--- src/rtl/alu_cmd_sequencer_if.sv ---
`default_nettype none
// +----------------------------------------------------------------------------+
// | Module      : alu_cmd_sequencer_if                                         |
// | Description : Command, ALU-drive and result buses of the ALU sequencer.    |
// |               Optional err_cnt signal present when ALU_SEQ_ERR_CNT_EN set. |
// | Revision    : 1.0 - initial release                                        |
// +----------------------------------------------------------------------------+
interface alu_cmd_sequencer_if;
  // command channel
  logic       cmd_valid;
  logic       cmd_ready;
  logic [4:0] cmd_a;
  logic [4:0] cmd_b;
  logic [1:0] cmd_mode;
  logic [2:0] cmd_op;
  // ALU drive and return
  logic [4:0] alu_a;
  logic [4:0] alu_b;
  logic       alu_a_en;
  logic       alu_b_en;
  logic [2:0] alu_a_op;
  logic [1:0] alu_b_op;
  logic       alu_en;
  logic [5:0] alu_c;
  // result channel and status
  logic       res_valid;
  logic       res_ready;
  logic [5:0] res_data;
  logic       res_err;
  logic       err_drop;
`ifdef ALU_SEQ_ERR_CNT_EN
  logic [7:0] err_cnt;

  modport slave (
    input  cmd_valid, cmd_a, cmd_b, cmd_mode, cmd_op, alu_c, res_ready,
    output cmd_ready, alu_a, alu_b, alu_a_en, alu_b_en, alu_a_op, alu_b_op,
           alu_en, res_valid, res_data, res_err, err_drop, err_cnt
  );

  modport master (
    output cmd_valid, cmd_a, cmd_b, cmd_mode, cmd_op, alu_c, res_ready,
    input  cmd_ready, alu_a, alu_b, alu_a_en, alu_b_en, alu_a_op, alu_b_op,
           alu_en, res_valid, res_data, res_err, err_drop, err_cnt
  );
`else
  modport slave (
    input  cmd_valid, cmd_a, cmd_b, cmd_mode, cmd_op, alu_c, res_ready,
    output cmd_ready, alu_a, alu_b, alu_a_en, alu_b_en, alu_a_op, alu_b_op,
           alu_en, res_valid, res_data, res_err, err_drop
  );

  modport master (
    output cmd_valid, cmd_a, cmd_b, cmd_mode, cmd_op, alu_c, res_ready,
    input  cmd_ready, alu_a, alu_b, alu_a_en, alu_b_en, alu_a_op, alu_b_op,
           alu_en, res_valid, res_data, res_err, err_drop
  );
`endif
endinterface
`default_nettype wire

--- src/rtl/alu_cmd_sequencer.sv ---
`default_nettype none
// +----------------------------------------------------------------------------+
// | Module      : alu_cmd_sequencer                                            |
// | Description : Buffers ALU commands in a FIFO, issues them one at a time to |
// |               the 5-bit signed ALU and holds each result for downstream.   |
// |               Define ALU_SEQ_ERR_CNT_EN to add the saturating err_cnt.     |
// | Revision    : 1.0 - initial release                                        |
// +----------------------------------------------------------------------------+
module alu_cmd_sequencer #(
  parameter int DEPTH = 4,
  parameter int PTR_W = 2
) (
  input wire clk,
  input wire rst_n,
  alu_cmd_sequencer_if.slave bus
);

  localparam int             ENTRY_W   = 15;
  localparam logic [PTR_W:0] C_FULL    = (PTR_W + 1)'(DEPTH);
  localparam logic [1:0]     S_IDLE    = 2'd0;
  localparam logic [1:0]     S_ISSUE   = 2'd1;
  localparam logic [1:0]     S_CAPTURE = 2'd2;

  generate
    if (DEPTH < 2 || (1 << PTR_W) != DEPTH) begin : g_param_check
      $error("alu_cmd_sequencer: DEPTH must be a power of two >= 2 equal to 2**PTR_W");
    end
  endgenerate

  logic [ENTRY_W-1:0] r_mem [DEPTH];
  logic [PTR_W-1:0]   r_wr_ptr;
  logic [PTR_W-1:0]   r_rd_ptr;
  logic [PTR_W:0]     r_count;
  logic [PTR_W:0]     w_count_nxt;
  logic               r_cmd_ready;

  logic [1:0]         r_state;
  logic [1:0]         w_state_nxt;

  logic [4:0]         w_head_a;
  logic [4:0]         w_head_b;
  logic [1:0]         w_head_mode;
  logic [2:0]         w_head_op;

  logic               w_push;
  logic               w_pop;
  logic               w_empty;
  logic               w_slot_free;
  logic               w_issue;
  logic               w_drop;
  logic               w_capture;
  logic               w_alu_en;
  logic               w_undef;

  logic [4:0]         r_alu_a;
  logic [4:0]         r_alu_b;
  logic               r_alu_a_en;
  logic               r_alu_b_en;
  logic [2:0]         r_alu_a_op;
  logic [1:0]         r_alu_b_op;

  logic               r_res_valid;
  logic [5:0]         r_res_data;
  logic               r_res_err;
  logic               r_err_drop;

  assign w_push      = bus.cmd_valid && r_cmd_ready;
  assign w_empty     = (r_count == '0);
  assign w_slot_free = !r_res_valid || bus.res_ready;
  assign w_pop       = w_drop || w_issue;
  assign {w_head_a, w_head_b, w_head_mode, w_head_op} = r_mem[r_rd_ptr];

  assign w_count_nxt = r_count + {{PTR_W{1'b0}}, w_push} - {{PTR_W{1'b0}}, w_pop};

  // Storage has no reset: an entry is only read after it has been written.
  always_ff @(posedge clk) begin
    if (w_push) begin
      r_mem[r_wr_ptr] <= {bus.cmd_a, bus.cmd_b, bus.cmd_mode, bus.cmd_op};
    end
  end

  // cmd_ready is registered so it stays low while reset is asserted.
  always_ff @(posedge clk or negedge rst_n) begin
    if (!rst_n) begin
      r_wr_ptr    <= '0;
      r_rd_ptr    <= '0;
      r_count     <= '0;
      r_cmd_ready <= 1'b0;
    end else begin
      if (w_push) begin
        r_wr_ptr <= r_wr_ptr + PTR_W'(1);
      end
      if (w_pop) begin
        r_rd_ptr <= r_rd_ptr + PTR_W'(1);
      end
      r_count     <= w_count_nxt;
      r_cmd_ready <= (w_count_nxt != C_FULL);
    end
  end

  always_ff @(posedge clk or negedge rst_n) begin
    if (!rst_n) begin
      r_state <= S_IDLE;
    end else begin
      r_state <= w_state_nxt;
    end
  end

  always_comb begin
    w_state_nxt = r_state;
    case (r_state)
      S_IDLE: begin
        if (!w_empty && (w_head_mode != 2'b00) && w_slot_free) begin
          w_state_nxt = S_ISSUE;
        end
      end
      S_ISSUE:   w_state_nxt = S_CAPTURE;
      S_CAPTURE: w_state_nxt = S_IDLE;
      default:   w_state_nxt = S_IDLE;
    endcase
  end

  always_comb begin
    w_drop    = 1'b0;
    w_issue   = 1'b0;
    w_capture = 1'b0;
    w_alu_en  = 1'b0;
    case (r_state)
      S_IDLE: begin
        w_drop  = !w_empty && (w_head_mode == 2'b00);
        w_issue = !w_empty && (w_head_mode != 2'b00) && w_slot_free;
      end
      S_ISSUE:   w_alu_en  = 1'b1;
      S_CAPTURE: w_capture = 1'b1;
      default: begin
        w_alu_en = 1'b0;
      end
    endcase
  end

  // Undefined ops: A-set op 111, B-set 1 op 11. Mode 11 has none.
  assign w_undef = (r_alu_a_en && !r_alu_b_en && (r_alu_a_op == 3'b111)) ||
                   (!r_alu_a_en && r_alu_b_en && (r_alu_b_op == 2'b11));

  always_ff @(posedge clk or negedge rst_n) begin
    if (!rst_n) begin
      r_alu_a    <= '0;
      r_alu_b    <= '0;
      r_alu_a_en <= 1'b0;
      r_alu_b_en <= 1'b0;
      r_alu_a_op <= '0;
      r_alu_b_op <= '0;
    end else if (w_issue) begin
      r_alu_a    <= w_head_a;
      r_alu_b    <= w_head_b;
      r_alu_a_en <= w_head_mode[0];
      r_alu_b_en <= w_head_mode[1];
      r_alu_a_op <= w_head_op;
      r_alu_b_op <= w_head_op[1:0];
    end
  end

  // A capture takes priority over a same-cycle downstream accept.
  always_ff @(posedge clk or negedge rst_n) begin
    if (!rst_n) begin
      r_res_valid <= 1'b0;
      r_res_data  <= '0;
      r_res_err   <= 1'b0;
      r_err_drop  <= 1'b0;
    end else begin
      r_err_drop <= w_drop;
      if (w_capture) begin
        r_res_valid <= 1'b1;
        r_res_data  <= bus.alu_c;
        r_res_err   <= w_undef;
      end else if (r_res_valid && bus.res_ready) begin
        r_res_valid <= 1'b0;
      end
    end
  end

`ifdef ALU_SEQ_ERR_CNT_EN
  logic [7:0] r_err_cnt;
  logic       w_err_evt;

  assign w_err_evt = w_drop || (w_capture && w_undef);

  always_ff @(posedge clk or negedge rst_n) begin
    if (!rst_n) begin
      r_err_cnt <= '0;
    end else if (w_err_evt && (r_err_cnt != 8'hFF)) begin
      r_err_cnt <= r_err_cnt + 8'd1;
    end
  end

  assign bus.err_cnt = r_err_cnt;
`endif

  assign bus.cmd_ready = r_cmd_ready;
  assign bus.alu_a     = r_alu_a;
  assign bus.alu_b     = r_alu_b;
  assign bus.alu_a_en  = r_alu_a_en;
  assign bus.alu_b_en  = r_alu_b_en;
  assign bus.alu_a_op  = r_alu_a_op;
  assign bus.alu_b_op  = r_alu_b_op;
  assign bus.alu_en    = w_alu_en;
  assign bus.res_valid = r_res_valid;
  assign bus.res_data  = r_res_data;
  assign bus.res_err   = r_res_err;
  assign bus.err_drop  = r_err_drop;

endmodule
`default_nettype wire

--- src/flat_wrapper.sv ---
// flat-port wrapper written by rule: the top's interface ports become plain ports
module alu_cmd_sequencer_flat 
#(
  parameter int DEPTH = 4,
  parameter int PTR_W = 2
)
  (clk, rst_n, bus_cmd_valid, bus_cmd_a, bus_cmd_b, bus_cmd_mode, bus_cmd_op, bus_alu_c, bus_res_ready, bus_cmd_ready, bus_alu_a, bus_alu_b, bus_alu_a_en, bus_alu_b_en, bus_alu_a_op, bus_alu_b_op, bus_alu_en, bus_res_valid, bus_res_data, bus_res_err, bus_err_drop);
  alu_cmd_sequencer_if bus_i ();
  input wire clk;
  input wire rst_n;
  input wire logic [$bits(bus_i.cmd_valid)-1:0] bus_cmd_valid;
  input wire logic [$bits(bus_i.cmd_a)-1:0] bus_cmd_a;
  input wire logic [$bits(bus_i.cmd_b)-1:0] bus_cmd_b;
  input wire logic [$bits(bus_i.cmd_mode)-1:0] bus_cmd_mode;
  input wire logic [$bits(bus_i.cmd_op)-1:0] bus_cmd_op;
  input wire logic [$bits(bus_i.alu_c)-1:0] bus_alu_c;
  input wire logic [$bits(bus_i.res_ready)-1:0] bus_res_ready;
  output wire logic [$bits(bus_i.cmd_ready)-1:0] bus_cmd_ready;
  output wire logic [$bits(bus_i.alu_a)-1:0] bus_alu_a;
  output wire logic [$bits(bus_i.alu_b)-1:0] bus_alu_b;
  output wire logic [$bits(bus_i.alu_a_en)-1:0] bus_alu_a_en;
  output wire logic [$bits(bus_i.alu_b_en)-1:0] bus_alu_b_en;
  output wire logic [$bits(bus_i.alu_a_op)-1:0] bus_alu_a_op;
  output wire logic [$bits(bus_i.alu_b_op)-1:0] bus_alu_b_op;
  output wire logic [$bits(bus_i.alu_en)-1:0] bus_alu_en;
  output wire logic [$bits(bus_i.res_valid)-1:0] bus_res_valid;
  output wire logic [$bits(bus_i.res_data)-1:0] bus_res_data;
  output wire logic [$bits(bus_i.res_err)-1:0] bus_res_err;
  output wire logic [$bits(bus_i.err_drop)-1:0] bus_err_drop;
  assign bus_i.cmd_valid = bus_cmd_valid;
  assign bus_i.cmd_a = bus_cmd_a;
  assign bus_i.cmd_b = bus_cmd_b;
  assign bus_i.cmd_mode = bus_cmd_mode;
  assign bus_i.cmd_op = bus_cmd_op;
  assign bus_i.alu_c = bus_alu_c;
  assign bus_i.res_ready = bus_res_ready;
  assign bus_cmd_ready = bus_i.cmd_ready;
  assign bus_alu_a = bus_i.alu_a;
  assign bus_alu_b = bus_i.alu_b;
  assign bus_alu_a_en = bus_i.alu_a_en;
  assign bus_alu_b_en = bus_i.alu_b_en;
  assign bus_alu_a_op = bus_i.alu_a_op;
  assign bus_alu_b_op = bus_i.alu_b_op;
  assign bus_alu_en = bus_i.alu_en;
  assign bus_res_valid = bus_i.res_valid;
  assign bus_res_data = bus_i.res_data;
  assign bus_res_err = bus_i.res_err;
  assign bus_err_drop = bus_i.err_drop;
  alu_cmd_sequencer #(.DEPTH(DEPTH), .PTR_W(PTR_W)) u_core (.clk(clk), .rst_n(rst_n), .bus(bus_i));
endmodule
--- config.mk ---
export PLATFORM = sky130hd
export DESIGN_NAME = alu_cmd_sequencer_flat
export DESIGN_NICKNAME = d
export VERILOG_FILES = /design/src/rtl/alu_cmd_sequencer_if.sv /design/src/rtl/alu_cmd_sequencer.sv /design/src/flat_wrapper.sv
export SDC_FILE = /design/constraint.sdc
export NUM_CORES = 1
export LEC_CHECK = 0
export ABC_AREA = 1
export ABC_CLOCK_PERIOD_IN_PS = 5450
export BUFFER_PORTS_ARGS = -buffer_cell sky130_fd_sc_hd__buf_2
export CORE_UTILIZATION = 63
export CTS_BUF_LIST = sky130_fd_sc_hd__clkbuf_8
export DETAILED_ROUTE_END_ITERATION = 10
export PLACE_DENSITY_LB_ADDON = 0.3
export SLEW_MARGIN = 10
export SYNTH_ARGS = -nofsm -noshare
export SYNTH_HDL_FRONTEND = slang
export SYNTH_SLANG_ARGS = --single-unit
export TNS_END_PERCENT = 30
--- constraint.sdc ---
create_clock -name clk -period 5.45 [get_ports clk]
set_clock_uncertainty 0.15 [all_clocks]
set_input_delay 0 -clock clk [delete_from_list [all_inputs] [get_ports clk]]
set_output_delay 0 -clock clk [all_outputs]
set_load 0.1 [all_outputs]
==> metrics.md, run 1 <==
| Metric | Value |
|---|---|
| Status | `complete, no violations` |
| Register area | `0.002653 mm^2` |
| Hpwl dp | `4248 um` |
| Number of global-route vias before repair | `2524` |
| Die width | `78.64 um` |
| First-pass GRT wire length | `11610 um` |
| Origin of the critical flop-to-flop path | `u_core.r_rd_ptr[1]` |
| Worst reg-to-reg setup slack | `2.20 ns` |
| CP max stage delay | `0.71 ns` |
| Final ANT Viol Nets | `0` |
| Min Tclk post-route | `3.247 ns` |
| Total track usage | `25.59%` |
| Achievable frequency | `308.0 MHz` |
| CTS tree | `built` |
| Row count | `27` |
| Bufs and invs on worst path | `2` |
| RSZ-0062 raised after global routing | `false` |
| Initial DRC count | `145` |
| Syn_area_per_cell | `12.09 um^2` |
| Sequential area share after synthesis | `71.69%` |
| Top cell type's share of synthesized area | `48.70%` |
| Hold Vio Cnt, Final | `0` |
| Fin crit share | `59.57%` |
| Endpoint class of the critical path | `flop` |
| Synthesized Nets | `338` |
| Netlist Area Pre-Place | `0.003700 mm^2` |
| Post-synth cell types | `23` |
| Vias post-DR | `2455` |
| TritonRoute pass-1 iters | `4` |
| DR WL/cell | `15.30 um` |
| Post-Synthesis Cells | `306` |
| Share of cells above drive strength 1 | `20.00%` |
| Max_cap viols | `0` |
| Initial antenna violation count | `0` |
| Top delay family on crit path | `simple AND/OR/NAND/NOR gates` |
| Post-layout util | `80.52%` |
| Gpl congestion | `0.7598` |
| Initial core utilization | `66.37%` |
| Crit path launch type | `flop` |
| Htree depth | `3` |
| Final wirelength | `7068 um` |
| P&R area growth vs syn | `21.31%` |
| Clock tree buffer depth | `2` |
| Die ar. | `0.006183 mm^2` |
| Critical setup path kind | `reg2reg` |
| Hold Path Class | `in2async` |
| I/O Pins | `53` |
| Die Height | `78.64 um` |
| Largest net degree at the start of global routing | `35` |
| Ys Warns | `0` |
| Worst Setup SP | `u_core.r_rd_ptr[1]` |
| Antenna diode count | `0` |
| Slew HR | `48.29%` |
| Remaining DRCs | `0` |
| Setup_tns | `0 ns` |
| Number of synthesized register bits | `94` |
| Clk_lat worst skew | `0.35 ns` |
| Sinks on Clock Net | `94` |
| Crit Path Max Fanout | `28` |
| Slowest stage cell, crit path | `dfrtp_1` |
| Worst EP arrival | `3.34 ns` |
| Total CTS buffers | `9` |
| Final Max Slew Viols | `0` |
| Total congestion overflow | `0` |
| Setup violators final | `0` |
| Core area | `0.005574 mm^2` |
| Quantity of I/O buffers inserted on ports | `52` |
| Synth top area cells | `edfxtp_1 49%, dfrtp_1 23%, nand2_1 6.8%` |
| Most common cell after layout, fill and taps aside | `nand2_1` |
| Yosys top cell by area | `edfxtp_1` |
| Worst-path clk slew | `0.09 ns` |
| Multi-input combinational cell area | `887.1 um^2` |
| Net count, final | `417` |
| Fillers | `318` |
| CP cell instances | `inv_1, nand3_1, nand2_2, nand2_2, nand3_4, nand2_1, ha_1, inv_1, ha_1, fa_1, nor2_1, nand2_1` |
| Number of gates resized after cts | `0` |
| Slew of the pin with the lowest slew margin | `0.7757 ns` |
| Most frequent cells in the layout | `67 x nand2_1, 60 x edfxtp_1, 52 x buf_2` |
| Root Driver | `clkbuf_8` |
| Via density | `5.314` |
| CP required | `5.54 ns` |
## repair_timing
action	in CTS	in global routing
buffers inserted	0	0
endpoints found under the hold margin	103	0
hold buffers	24	0
## layer usage
layer	vias up	global-route usage, %	share of wire (%)
met3	14	4.186	5.4
met4	0	12.04	2.0
li1	1186	-	-
met1	1174	32.26	41
met2	81	43.39	52
met5	-	0	0
## synth_stat cells
master and number:
buf_2 5, ha_1 6, nand3_4 1, clkbuf_1 3, xor2_1 3, a21oi_1 1, buf_6 3, dfrtp_1 34
o22ai_1 6, buf_4 2, nand3_1 7, o22a_1 7, nor2_1 38, nand2_1 67, nand2_2 2, inv_2 1
inv_1 19, o21ai_0 30, o21ai_1 8, edfxtp_1 60, nand4_1 1, or2_2 1, fa_1 1
## per-stage QoR
| stage | cell area (um^2) | hold slack (ns) | worst slack (ns) | std cells |
|---|---|---|---|---|
| 6_report | 4488 | 0.1033 | 2.203 | 462 |
| 5_1_grt | 4488 | 0.1807 | 1.900 | 462 |
| 4_1_cts | 4488 | 0.1308 | 2.210 | 462 |
| 3_5_place_dp | 4003 | -0.03116 | 2.250 | 422 |
| 3_3_place_gp | 4003 | -0.04032 | 2.389 | 422 |
| 2_1_floorplan | 3700 | -0.4456 | 2.679 | 306 |
## sequential cells by signal (all words and copies together) (netlist names)
| register | count |
|---|---|
| u_core.bus.cmd_ready | 1 |
| u_core.r_mem | 60 |
| u_core.bus.err_drop | 1 |
| u_core.bus.alu_b_en | 1 |
| u_core.bus.res_err | 1 |
| u_core.bus.res_valid | 1 |
| u_core.bus.alu_b | 5 |
| u_core.bus.res_data | 6 |
| u_core.r_count | 3 |
| u_core.bus.alu_a_op | 2 |
| u_core.r_state | 2 |
| u_core.r_rd_ptr | 2 |
| u_core.r_wr_ptr | 2 |
| u_core.bus.alu_b_op | 1 |
| u_core.bus.alu_a_en | 1 |
| u_core.bus.alu_a | 5 |
## logic make-up (layout without fill, tap and decap cells)
family / Yosys count / count (layout) / share of synthesized area, %
and+or+nand+nor: 117 / 117 / 12.75
adders and majority gates: 7 / 7 / 2.570
xor gates and xnor gates: 3 / 3 / 0.7103
DFF: 94 / 94 / 71.69
AOI/OAI and AO/OA: 52 / 52 / 7.947
buffers and inverters: 33 / 117 / 4.328
## worst reg2reg max path, cell delays in order, from the launching register on
cell and delay, ns:
dfrtp_1 0.71, inv_1 0.39, nand3_1 0.22, nand2_2 0.09
nand2_2 0.08, nand3_4 0.25, nand2_1 0.21, ha_1 0.24
inv_1 0.05, ha_1 0.15, fa_1 0.43, nor2_1 0.11
nand2_1 0.05
## layout make-up
type | instances | share of cell area, %
multi-input combinational | 179 | 19.77
sequential | 94 | 59.10
tap | 72 | 2.007
inverter | 20 | 1.673
clock inverter | 7 | 2.704
timing repair buffer | 81 | 11.99
clock buffer | 9 | 2.760
## worst paths after layout
kind / endpoint / cells past startpoint
setup / recovery: u_core.bus.cmd_ready / 12
hold / removal: u_core.r_wr_ptr[1] / 2
setup reg to reg: u_core.bus.cmd_ready / 12
hold reg to reg: u_core.r_state[1] / 1
max in group asynchronous: u_core.bus.alu_a_op[2] / 2
min in group clk: u_core.r_mem[2][9] / 2
Power of run 1 is left out: the tool's default activity adds up to more than one toggle a clock period on the data nets, which glitch-free logic cannot reach.
==> inputs of run 2 (changes only) <==
Settings changed: ABC_CLOCK_PERIOD_IN_PS 5450 to 2650, CORE_UTILIZATION 63 to 53.
Clock period 5.45 ns to 2.65 ns, I/O delays scaled along.
==> metrics.md, run 2 (same netlist as run 1, synthesis figures left out) <==
| Metric | Value |
|---|---|
| Status | `complete, no violations` |
| Register area | `0.002656 mm^2 (+0.14%)` |
| Hold Path Class | `in2async` |
| Critical setup path kind | `reg2reg` |
| Origin of the critical flop-to-flop path | `u_core.r_count[1]` |
| TritonRoute pass-1 iters | `4 (unchanged)` |
| First-pass GRT wire length | `11440 um (-1.4%)` |
| Root Driver | `clkbuf_8` |
| Die width | `85.55 um (+8.8%)` |
| Most common cell after layout, fill and taps aside | `nand2_1` |
| Row count | `30 (+11%)` |
| I/O Pins | `53 (unchanged)` |
| Hold WS | `0.1296 ns (+0.02631 ns)` |
| P&R area growth vs syn | `22.12%` |
| CP required | `2.74 ns (-2.80 ns)` |
| Largest net degree at the start of global routing | `35 (unchanged)` |
| Max FFs per register | `60 (unchanged)` |
| Quantity of I/O buffers inserted on ports | `52 (unchanged)` |
| Multi-input combinational cell area | `902.1 um^2 (+1.7%)` |
| Clk_lat worst skew | `0.35 ns (about the same)` |
| Min Tclk post-route | `2.462 ns (-0.7847 ns)` |
| Share of cells above drive strength 1 | `22.47% (+2.5 points)` |
| Hpwl dp | `4273 um (+0.59%)` |
| Remaining DRCs | `0 (unchanged)` |
| Die Height | `85.55 um (+8.8%)` |
| Initial DRC count | `115 (-21%)` |
| Setup_tns | `0 ns (unchanged)` |
| Total congestion overflow | `0 (unchanged)` |
| Hold Vio Cnt, Final | `0 (unchanged)` |
| Worst EP arrival | `2.55 ns (-0.79 ns)` |
| Post-CTS Setup Bufs | `0 (unchanged)` |
| Crit Path Max Fanout | `4 (-86%)` |
| Final wirelength | `6923 um (-2.1%)` |
| Worst-path clk slew | `0.08 ns (about the same)` |
| CTS tree | `built` |
| Final Max Slew Viols | `0 (unchanged)` |
| RSZ-0062 raised after global routing | `false` |
| Total CTS buffers | `9 (unchanged)` |
| Cell count of the worst reg-to-reg path | `11 (-1)` |
| Initial antenna violation count | `0 (unchanged)` |
| Top delay family on crit path | `adder cells` |
| Most frequent cells in the layout | `67 x nand2_1, 60 x edfxtp_1, 52 x buf_2` |
| Antenna diode count | `0 (unchanged)` |
| Fin crit share | `92.90% (+33 points)` |
| Die ar. | `0.007319 mm^2 (+18%)` |
| Fillers | `509 (+60%)` |
| Reg-to-Reg End | `u_core.bus.cmd_ready` |
| Crit path launch type | `flop` |
| Worst reg-to-reg setup slack | `0.19 ns (-2.02 ns)` |
| Achievable frequency | `406.2 MHz (+32%)` |
| Clock tree buffer depth | `2 (unchanged)` |
| Sinks on Clock Net | `94 (unchanged)` |
| Number of global-route vias before repair | `2502 (-0.87%)` |
| DR WL/cell | `14.54 um (-4.9%)` |
| Initial core utilization | `54.76% (-12 points)` |
| Max_cap viols | `0 (unchanged)` |
| Endpoint class of the critical path | `flop` |
| Vias post-DR | `2451 (-0.16%)` |
| Slew of the pin with the lowest slew margin | `0.8237 ns (+0.04797 ns)` |
| Core area | `0.006756 mm^2 (+21%)` |
| Slowest stage cell, crit path | `fa_1` |
| Setup violators final | `0 (unchanged)` |
| CP cell instances | `or2_2, nor2_2, nor2_1, nand3_2, nand2_1, ha_1, inv_1, ha_1, fa_1, xor2_2, nand2_1` |
| Most flops, register | `u_core.r_mem` |
| Gpl congestion | `0.7833 (+3.1%)` |
| Bufs and invs on worst path | `1 (-1)` |
| Final ANT Viol Nets | `0 (unchanged)` |
| Via density | `5.149 (-3.1%)` |
| Total track usage | `21.15% (-4.4 points)` |
| Htree depth | `3 (unchanged)` |
| Net count, final | `423 (+1.4%)` |
| CP max stage delay | `0.41 ns (-0.30 ns)` |
| Slew HR | `45.09% (-3.2 points)` |
[run 2: metrics by stage]
| stage | worst slack, ns | instance area, um^2 | utilization, % | std cells |
|---|---|---|---|---|
| finish | 0.1880 | 4518 | 66.87 | 476 |
| detailed placement | 0.07456 | 4059 | 60.07 | 436 |
| CTS | 0.05123 | 4501 | 66.61 | 476 |
| floorplan | 0.1568 | 3701 | - | 306 |
| global placement | 0.1893 | 4059 | 60.07 | 436 |
| global route | 0.01850 | 4518 | 66.87 | 476 |
[run 2: repair_timing]
action / in CTS / in global routing
resized for setup: 0 / 5
endpoints found under the hold margin: 103 / 0
hold buffers: 24 / 0
setup endpoints to repair: 0 / 2
[run 2: worst register-to-register path: cells and delay by family, from the launching register on]
kind | cells | cell delay (ns)
adders and majority gates | 3 | 0.88
xor gates and xnor gates | 1 | 0.18
DFF | 1 | 0.39
and+or+nand+nor | 6 | 0.74
buffers and inverters | 1 | 0.04
[run 2: worst max path at each step]
stage	from	endpoint	slack (ns)	cells past startpoint
2_1_floorplan	u_core.bus.res_valid	u_core.bus.cmd_ready	0.16	11
3_3_place_gp	u_core.r_count[1]	u_core.bus.cmd_ready	0.19	11
3_5_place_dp	u_core.r_count[1]	u_core.bus.cmd_ready	0.07	11
4_1_cts	u_core.r_count[1]	u_core.bus.cmd_ready	0.05	11
5_1_grt	u_core.r_rd_ptr[1]	u_core.bus.cmd_ready	0.02	12
6_report	u_core.r_count[1]	u_core.bus.cmd_ready	0.19	11
[run 2: cell type report]
| cell class | instances | share of cell area [%] |
|---|---|---|
| inverters | 20 | 1.662 |
| clock buffers | 10 | 3.046 |
| repair buffers | 87 | 12.91 |
| flip-flops and latches | 94 | 58.79 |
| multi-input cells | 179 | 19.97 |
| well taps | 80 | 2.215 |
| clock inverters | 6 | 1.412 |
[run 2: metal layers]
layer	part of all wire [%]	up-vias	wire (um)	track usage, %
met3	2.9	10	204	3.080
li1	-	1207	-	-
met4	2.0	0	141	10.76
met5	0	-	0	0
met2	51	47	3511	36.87
met1	44	1187	3065	25.89
Power of run 2 is left out for the same reason.
==> inputs of run 3 (changes only) <==
==> constraint.sdc (replaced) <==
create_clock -name clk -period 2.65 [get_ports clk]
set_clock_uncertainty 0.15 [all_clocks]
set_input_delay 0.795 -clock clk [delete_from_list [all_inputs] [get_ports clk]]
set_output_delay 0.795 -clock clk [all_outputs]
set_load 0.1 [all_outputs]
==> metrics.md, run 3 (same netlist as run 1, synthesis figures left out) <==
| Metric | Value |
|---|---|
| Status | `complete, no violations` |
| Setup violators final | `0 (unchanged)` |
| RSZ-0062 raised after global routing | `false` |
| Levels on crit path | `12 (+1)` |
| CP required | `2.74 ns (about the same)` |
| Clk_lat worst skew | `0.35 ns (about the same)` |
| CTS tree | `built` |
| Initial core utilization | `54.76% (unchanged)` |
| Hold WS | `0.3117 ns (+0.1821 ns)` |
| Final wirelength | `6603 um (-4.6%)` |
| Initial DRC count | `159 (+38%)` |
| Total track usage | `19.81% (-1.3 points)` |
| Number of global-route vias before repair | `2229 (-11%)` |
| Crit path launch type | `flop` |
| Worst Setup SP | `u_core.r_rd_ptr[1]` |
| Gpl congestion | `0.7536 (-3.8%)` |
| CP cell instances | `inv_1, nand3_1, nand2_1, nand2_2, nand3_4, nand2_1, ha_1, inv_1, ha_1, fa_1, nor2_1, nand2_1` |
| Sinks on Clock Net | `94 (unchanged)` |
| Net count, final | `401 (-5.2%)` |
| Fillers | `537 (+5.5%)` |
| Crit Path Max Fanout | `9 (+5)` |
| Remaining DRCs | `0 (unchanged)` |
| First-pass GRT wire length | `10590 um (-7.4%)` |
| Worst-path clk slew | `0.09 ns (about the same)` |
| Antenna diode count | `0 (unchanged)` |
| Total CTS buffers | `9 (unchanged)` |
| Final Max Slew Viols | `0 (unchanged)` |
| Bufs and invs on worst path | `2 (+1)` |
| Die Height | `85.55 um (unchanged)` |
| I/O Pins | `53 (unchanged)` |
| Most frequent cells in the layout | `67 x nand2_1, 60 x edfxtp_1, 52 x buf_2` |
| Crit-path most repeated cell | `nand2_1` |
| Hold Vio Cnt, Final | `0 (unchanged)` |
| Origin of the critical flop-to-flop path | `u_core.r_rd_ptr[1]` |
| Quantity of I/O buffers inserted on ports | `52 (unchanged)` |
| Most common cell after layout, fill and taps aside | `nand2_1` |
| Share of cells above drive strength 1 | `24.06% (+1.6 points)` |
| Fin crit share | `93.84% (+0.94 points)` |
| DP Worst Slack | `-0.02693 ns (-0.1015 ns)` |
| Setup crit end | `u_core.bus.cmd_ready` |
| TritonRoute pass-1 iters | `7 (+3)` |
| Via density | `5.152 (about the same)` |
| P&R area growth vs syn | `15.35%` |
| Slack of the critical path | `0.1632 ns (-0.02487 ns)` |
| Critical setup path kind | `reg2reg` |
| Die ar. | `0.007319 mm^2 (unchanged)` |
| Row count | `30 (unchanged)` |
| Initial antenna violation count | `0 (unchanged)` |
| Cell count of the worst reg-to-reg path | `12 (+1)` |
| Top delay family on crit path | `adder cells` |
| Slew HR | `67.84% (+23 points)` |
| Vias post-DR | `2339 (-4.6%)` |
| Total congestion overflow | `0 (unchanged)` |
| Most flops, register | `u_core.r_mem` |
| CTS Hold Buffers Added | `0 (-100%)` |
| Clock tree buffer depth | `2 (unchanged)` |
| Hpwl dp | `4203 um (-1.6%)` |
| Multi-input combinational cell area | `894.6 um^2 (-0.83%)` |
| Worst reg-to-reg setup slack | `0.16 ns (-0.02 ns)` |
| Worst EP arrival | `2.57 ns (+0.02 ns)` |
| Reg-to-Reg End | `u_core.bus.cmd_ready` |
| Final ANT Viol Nets | `0 (unchanged)` |
| DR WL/cell | `14.54 um (about the same)` |
| Core area | `0.006756 mm^2 (unchanged)` |
| Post-CTS Setup Bufs | `0 (unchanged)` |
| Largest net degree at the start of global routing | `35 (unchanged)` |
| Htree depth | `3 (unchanged)` |
| CP max stage delay | `0.49 ns (+0.08 ns)` |
| Hold Path Class | `reg2reg` |
| Max FFs per register | `60 (unchanged)` |
| Number of gates resized after cts | `0 (unchanged)` |
| Slew of the pin with the lowest slew margin | `0.4806 ns (-0.3431 ns)` |
| Root Driver | `clkbuf_8` |
| Slowest stage cell, crit path | `dfrtp_2` |
| Achievable frequency | `402.1 MHz (-1.0%)` |
| Max_cap viols | `0 (unchanged)` |
| Die width | `85.55 um (unchanged)` |
| Register area | `0.002656 mm^2 (unchanged)` |
| Endpoint class of the critical path | `flop` |
| Min Tclk post-route | `2.487 ns (+0.02487 ns)` |
[run 3: cell types whose count changed in the layout (fill, tap and decap cells not counted)]
cell	delta
xor2_1	+1
clkinv_4	-1
inv_1	-1
buf_4	+2
inv_8	+1
dlygate4sd3_1	-24
bufinv_16	-1
clkinv_1	+1
clkinv_2	-1
clkinvlp_4	+2
xor2_2	-1
[run 3: per-layer routing]
layer  global-route usage, %  vias to the layer above  wire length, um
met5                       0                        -                0
met4                   6.818                        0               48
met3                   5.294                        5              256
met2                   33.67                       53             3351
met1                   24.82                     1125             2945
li1                        -                     1156                -
[run 3: metrics by stage]
| step | TNS (ns) | util, % | instance area (um^2) | cells |
|---|---|---|---|---|
| 6_report | 0 | 63.17 | 4268 | 454 |
| 5_1_grt | 0 | 63.17 | 4268 | 454 |
| 4_1_cts | 0 | 63.02 | 4258 | 454 |
| 3_5_place_dp | -0.02693 | 60.30 | 4074 | 438 |
| 3_3_place_gp | 0 | 60.30 | 4074 | 438 |
| 2_1_floorplan | 0 | - | 3701 | 306 |
[run 3: area by class of cell]
class	count	area share, %
flip-flops and latches	94	62.24
multi-input cells	179	20.96
clock inverters	6	1.085
inverters	20	1.759
repair buffers	65	8.385
well taps	80	2.345
clock buffers	10	3.225
[run 3: how the worst min path moves through the flow]
| stage | end | depth (start not counted) | start | slack (ns) |
|---|---|---|---|---|
| after floorplan | u_core.r_state[1] | 1 | u_core.r_state[1] | 0.27 |
| after global placement | u_core.r_state[1] | 1 | u_core.r_state[1] | 0.29 |
| after detailed placement | u_core.r_state[1] | 1 | u_core.r_state[1] | 0.30 |
| after CTS | u_core.r_state[1] | 1 | u_core.r_state[1] | 0.32 |
| after global routing | u_core.bus.res_data[3] | 2 | u_core.bus.res_data[3] | 0.34 |
| final | u_core.r_state[1] | 1 | u_core.r_state[1] | 0.31 |
[run 3: worst reg2reg max path, delay by kind of cell (launching register included)]
kind / cells / cell delay [ns]
fa+ha+maj: 3 / 0.91
simple gates: 7 / 0.64
flops: 1 / 0.49
buf+inv: 2 / 0.18
Power of run 3 is left out for the same reason.
